--- config.mk ---
export PLATFORM = sky130hd
export DESIGN_NAME = cgra_context_sequencer
export DESIGN_NICKNAME = d
export VERILOG_FILES = /design/src/rtl/cgra_context_sequencer.sv
export SDC_FILE = /design/constraint.sdc
export NUM_CORES = 1
export LEC_CHECK = 0
export BUFFER_PORTS_ARGS = -buffer_cell sky130_fd_sc_hd__buf_2
export CAP_MARGIN = 30
export CORE_ASPECT_RATIO = 1.25
export CORE_MARGIN = 1.5
export CORE_UTILIZATION = 31
export CTS_CLUSTER_DIAMETER = 120
export CTS_CLUSTER_SIZE = 14
export DETAILED_ROUTE_END_ITERATION = 10
export PLACE_DENSITY = 0.69
export SLEW_MARGIN = 25
export SYNTH_ARGS = -nofsm -noshare
export SYNTH_HDL_FRONTEND = slang
export SYNTH_SLANG_ARGS = --single-unit
--- constraint.sdc ---
create_clock -name clk_i -period 2.4 [get_ports clk_i]
set_clock_uncertainty 0.2 [all_clocks]
set_input_delay 0.24 -clock clk_i [delete_from_list [all_inputs] [get_ports clk_i]]
set_output_delay 0.24 -clock clk_i [all_outputs]
set_load 0.05 [all_outputs]
--- src/rtl/cgra_context_sequencer.sv ---
// cgra_context_sequencer: per-column CGRA controller.
// It streams configuration words into the RC register files, then runs the kernel.
// During a run it drives the shared PC and resolves stall, branch and end requests from the RCs.
// Optional build macro CGRA_SEQ_PERF_CNT_EN adds execution and stall cycle counters.
// Without the macro, those counter ports are tied to zero.
module cgra_context_sequencer #(
  parameter int N_RC     = 4,
  parameter int NUM_CREG = 32,
  parameter int INSTR_W  = 32,
  localparam int PCW     = $clog2(NUM_CREG),
  localparam int RCW     = (N_RC > 1) ? $clog2(N_RC) : 1
) (
  input  logic                clk_i,
  input  logic                rst_i,
  input  logic                load_i,
  input  logic [PCW:0]        load_len_i,
  input  logic                start_i,
  input  logic [PCW-1:0]      start_pc_i,
  input  logic                cfg_valid_i,
  input  logic [INSTR_W-1:0]  cfg_data_i,
  output logic                cfg_ready_o,
  output logic [INSTR_W-1:0]  conf_wdata_o,
  output logic [N_RC-1:0]     conf_we_o,
  output logic                conf_re_o,
  output logic [PCW-1:0]      global_pc_o,
  output logic                pc_en_o,
  input  logic [N_RC-1:0]     rc_stall_i,
  input  logic [N_RC-1:0]     br_req_i,
  input  logic [N_RC*PCW-1:0] br_add_i,
  input  logic [N_RC-1:0]     exec_end_i,
  output logic                busy_o,
  output logic                done_o,
  output logic [31:0]         exec_cycles_o,
  output logic [31:0]         stall_cycles_o
);

  typedef enum logic [1:0] {IDLE, LOAD, EXEC, DONE} state_t;

  state_t         state, state_n;
  logic [PCW-1:0] addr, addr_n;
  logic [RCW-1:0] rc_idx, rc_n;
  logic [PCW:0]   cnt, cnt_n;
  logic [PCW-1:0] pc, pc_n;
  logic           br_hit;
  logic [PCW-1:0] br_tgt;
  logic           load_last;
  logic           exec_entry;

  assign load_last  = ({1'b0, addr} == (cnt - (PCW+1)'(1))) && (rc_idx == RCW'(N_RC - 1));
  assign exec_entry = (state == IDLE) && !load_i && start_i;
  assign busy_o     = (state != IDLE);

  // Branch target of the lowest-index requesting RC (the last assignment in the loop wins).
  always_comb begin
    br_hit = 1'b0;
    br_tgt = '0;
    for (int i = N_RC - 1; i >= 0; i--) begin
      if (br_req_i[i]) begin
        br_hit = 1'b1;
        br_tgt = br_add_i[i*PCW +: PCW];
      end
    end
  end

  // Sequencer state and counters.
  always_ff @(posedge clk_i) begin
    if (rst_i) begin
      state  <= IDLE;
      addr   <= '0;
      rc_idx <= '0;
      cnt    <= '0;
      pc     <= '0;
    end else begin
      state  <= state_n;
      addr   <= addr_n;
      rc_idx <= rc_n;
      cnt    <= cnt_n;
      pc     <= pc_n;
    end
  end

  // Next-state logic and outputs. Load strobes follow cfg_valid_i combinationally.
  always_comb begin
    state_n      = state;
    addr_n       = addr;
    rc_n         = rc_idx;
    cnt_n        = cnt;
    pc_n         = pc;
    cfg_ready_o  = 1'b0;
    conf_wdata_o = '0;
    conf_we_o    = '0;
    conf_re_o    = 1'b0;
    global_pc_o  = '0;
    pc_en_o      = 1'b0;
    done_o       = 1'b0;
    case (state)
      IDLE: begin
        if (load_i) begin
          state_n = LOAD;
          addr_n  = '0;
          rc_n    = '0;
          // A length of zero means a full register file.
          cnt_n   = (load_len_i == '0) ? (PCW+1)'(NUM_CREG) : load_len_i;
        end else if (start_i) begin
          state_n = EXEC;
          pc_n    = start_pc_i;
        end
      end
      LOAD: begin
        cfg_ready_o = 1'b1;
        global_pc_o = addr;
        if (cfg_valid_i) begin
          conf_we_o    = N_RC'(1) << rc_idx;
          conf_wdata_o = cfg_data_i;
          if (load_last) begin
            state_n = IDLE;
            done_o  = 1'b1;
          end else if (rc_idx == RCW'(N_RC - 1)) begin
            rc_n   = '0;
            addr_n = addr + PCW'(1);
          end else begin
            rc_n = rc_idx + RCW'(1);
          end
        end
      end
      EXEC: begin
        conf_re_o   = 1'b1;
        global_pc_o = pc;
        pc_en_o     = ~|rc_stall_i;
        // A stalled cycle freezes everything; end and branch are decided only on enabled cycles.
        if (pc_en_o) begin
          if (|exec_end_i) begin
            state_n = DONE;
          end else if (br_hit) begin
            pc_n = br_tgt;
          end else begin
            pc_n = (pc == PCW'(NUM_CREG - 1)) ? '0 : pc + PCW'(1);
          end
        end
      end
      DONE: begin
        done_o  = 1'b1;
        state_n = IDLE;
      end
      default: state_n = IDLE;
    endcase
  end

`ifdef CGRA_SEQ_PERF_CNT_EN
  logic [31:0] exec_cnt, stall_cnt;

  // Saturating run and stall cycle counters. They clear when a run starts and hold after it ends.
  always_ff @(posedge clk_i) begin
    if (rst_i || exec_entry) begin
      exec_cnt  <= '0;
      stall_cnt <= '0;
    end else if (state == EXEC) begin
      if (exec_cnt != '1) exec_cnt <= exec_cnt + 32'd1;
      if (!pc_en_o && stall_cnt != '1) stall_cnt <= stall_cnt + 32'd1;
    end
  end

  assign exec_cycles_o  = exec_cnt;
  assign stall_cycles_o = stall_cnt;
`else
  logic unused_entry;
  assign unused_entry   = exec_entry;
  assign exec_cycles_o  = '0;
  assign stall_cycles_o = '0;
`endif

endmodule

==> PnR_summary.wiki <==
{| class="wikitable"
! Metric !! Value
|-
| Run status || completed
|-
| Final Slew Violations || 0
|-
| Count of routing violations after the opening detailed-route iteration || between 50 and 60
|-
| Maximum fanout count along the critical path || 4
|-
| Layout-stage area growth over the synthesis result || 27.6%
|-
| DRC violations left || 0
|-
| Number of top-level design ports || 190
|-
| Highest attainable clock frequency || 417 MHz
|-
| Number of enable flip-flop cells after synthesis || 0
|-
| Async SR Flop Fraction || 0%
|-
| Pwr/cell area || between 700 and 800 mW/mm^2
|-
| Dominant synthesized flop cell || sky130_fd_sc_hd__dfxtp_1
|-
| Gpl congestion || 0.796
|-
| Maximum number of pins on one net before global-route repair || 44
|-
| DR WL met3 || just over 600 um
|-
| Number of levels in the clock H-tree || 1
|-
| Fin. Hold Viols || 0
|-
| Total CTS buffers || 3
|-
| Largest area contributor in the netlist || sky130_fd_sc_hd__buf_4
|-
| Initial antenna violation count || 0
|-
| Clock latency on the worst-skew pair || about 0.26 ns
|-
| Clock tree from TritonCTS || done
|-
| Mean instance size in the synthesized netlist || 7.34 um^2
|-
| CTS sink count || 20
|-
| Instance area at placement || 0.00286 mm^2
|-
| Met2 wire len || roughly 3400 um
|-
| Final critical-path required period || 2.40 ns
|-
| Final routed wirelength across all metal layers || roughly 6000 um
|-
| Count of maximum capacitance violations || 0
|-
| Placeable core area || ~0.0074 mm^2
|-
| Data required time at the worst endpoint || 1.96 ns
|-
| Number of instances in the synthesized netlist || ~320
|-
| Clock tree root driver cell || sky130_fd_sc_hd__clkbuf_8
|-
| DIE WIDTH || between 80 and 90 um
|-
| Die area || 0.00809 mm^2
|-
| Critical path arrival || about 2.0 ns
|-
| Number of vias per cell || roughly 4.7
|-
| Wire length the detailed router placed on met1 || between 2000 and 2500 um
|-
| Clock slew seen by the registers of the worst setup and hold paths || 0.07 ns
|-
| Sequential area share after synthesis || 17.1%
|-
| Hold Path Cell Cnt || 3
|-
| Critical R2R Launch || cnt[0]
|-
| Total of buffers placed on input and output ports || 125
|-
| Power, Total || 2.25 mW
|-
| Number of detailed-routing iterations run before antenna repair || 4
|-
| R2R depth || 7
|-
| Detail Placement HPWL || between 5000 and 6000 um
|-
| Start point of the worst hold path || load_len_i[3]
|-
| Number of nets with antenna violations after detailed routing || 0
|-
| Hold EP || cnt[3]
|-
| Post-CTS Hold Fix Bufs || 0
|-
| Number of synthesized register bits || 20
|-
| Top layer used by detailed routing || met4
|-
| Maximum clock path buffer count || 2
|-
| Tightest Hold Check Type || in2reg
|-
| Combined global-route utilization of all metal layers || 14.1%
|-
| Worst vdd rail ir drop || 0.402 mV
|-
| Setup total negative slack || 0 ns
|-
| Leftover overflow at the end of global routing || 0
|-
| Number of nets in the layout || approximately 530
|-
| Count of cell types in the netlist || between 40 and 50
|-
| Die H || between 100 and 150 um
|-
| Fin crit share || between 90% and 100%
|-
| Crit. End Element || output port
|-
| Critical path startpoint category || register
|-
| Capturing point of the worst reg2reg path || rc_idx[0]
|-
| Leakage power figure || 1.68 nW
|-
| Unrepaired setup endpoints after global routing || yes
|-
| Top area cells in the synthesized netlist || sky130_fd_sc_hd__buf_4 21%, sky130_fd_sc_hd__dfxtp_1 17%, sky130_fd_sc_hd__and3_1 10%
|-
| First-pass GRT wire length || approximately 9000 um
|-
| Fraction of final layout cells with drive strength greater than 1 || 35.9%
|-
| Post-Synthesis Cell Area || around 0.0023 mm^2
|-
| Yosys synthesis warning count || 0
|-
| Wire per inst || between 10 and 15 um
|-
| Share of the synthesized area in the top cell type || between 20% and 30%
|-
| Most frequent cells in the layout || 124 x sky130_fd_sc_hd__buf_2, 64 x sky130_fd_sc_hd__conb_1, 39 x sky130_fd_sc_hd__and3_1
|-
| Final setup fails || 0
|-
| Core Rows || 35
|-
| Most common library cell in the layout ignoring fill and taps || sky130_fd_sc_hd__buf_2
|-
| Effective utilization at floorplan || between 30% and 40%
|-
| Diodes inserted || 0
|-
| Final instance area || around 0.003 mm^2
|-
| Type of the worst setup path || reg2out
|-
| Worst-case register-to-register setup slack || about 0.070 ns
|-
| Vias in the first global route || roughly 2,200
|-
| Via count || roughly 2,500
|}
-- stage by stage --
step	util, %	hold slack, ns	setup slack (ns)	std cells
2_1_floorplan	-	0.142	-0.0720	382
3_3_place_gp	38.9	0.272	0.0960	523
3_5_place_dp	38.9	0.280	0.0264	523
4_1_cts	40.5	0.0224	-0.0297	532
5_1_grt	40.6	0.0283	-0.0538	532
6_report	40.6	0.0310	0.00186	532
-- Yosys cell counts, drive strengths merged (2+ instances only) --
master	number
buf	67
and3	39
nand2	28
dfxtp	20
a21oi	17
clkbuf	15
inv	14
ha	12
nor2	10
o21ai	10
nor2b	8
nor3	8
a221oi	5
a31oi	4
nand2b	4
nand3	4
xnor2	4
xor2	4
a21o	3
a221o	3
a22oi	3
and2	3
nand4	3
o211ai	3
o221ai	3
a21boi	2
nand3b	2
nand4b	2
nor4	2
o21bai	2
o41ai	2
or4	2
-- sequential cells by signal, indices dropped and copies added (netlist names) --
| register | cells |
|---|---|
| state | 2 |
| pc | 5 |
| addr | 5 |
| cnt | 6 |
| rc_idx | 2 |
-- worst max-delay path, stage by stage, from the launching register on --
cell	delay (ns)
sky130_fd_sc_hd__dfxtp_2	0.34
sky130_fd_sc_hd__or4_4	0.54
sky130_fd_sc_hd__o21ai_2	0.12
sky130_fd_sc_hd__nor4b_4	0.28
sky130_fd_sc_hd__nand2_2	0.12
sky130_fd_sc_hd__o21bai_4	0.14
sky130_fd_sc_hd__buf_8	0.16
-- final cells by class --
type                            count  area, um^2
Sequential cell                    20         403
Multi-Input combinational cell    266        1630
Timing Repair Buffer              136         731
Clock buffer                        4        55.1
Tap cell                           92         115
Fill cell                         764        4370
Inverter                           14        52.6
-- cell families after synthesis --
group	after synthesis	share of synthesized area [%]
AOI/OAI and AO/OA	64	19.1
xor gates and xnor gates	8	2.99
adders and majority gates	12	6.41
buffers and inverters	96	25.8
DFF	20	17.1
other	1	0.160
and+or+nand+nor	118	28.4
-- worst max-delay path by stage --
stage | startpoint | end | slack [ns] | cells past startpoint
after floorplan | state[0] | global_pc_o[2] | -0.07 | 6
after CTS | cnt[0] | done_o | -0.03 | 8
final | cnt[0] | done_o | 0.002 | 6
after global placement | cnt[0] | done_o | 0.1 | 8
after detailed placement | cnt[0] | done_o | 0.03 | 8
after global routing | cnt[0] | done_o | -0.05 | 6
-- power by group --
part           total (mW)  internal (mW)  leakage, nW  switching, mW
clock               0.262          0.146       0.0288          0.116
combinational        1.54          0.464         1.48           1.08
sequential          0.448          0.388        0.164         0.0600
-- layer usage --
metal | vias up | global-route usage, %
met5 | - | 0
li1 | 1233 | -
met1 | 1116 | 12.4
met2 | 141 | 31.0
met3 | 6 | 2.45
met4 | 0 | 3.71
-- what timing repair did --
action | CTS | global route
gates resized for setup | 8 | 1
endpoints found under the setup margin | 1 | 6
pin swaps | 4 | 2
buffers inserted | 5 | 0
(Power assumes the default switching activity.)
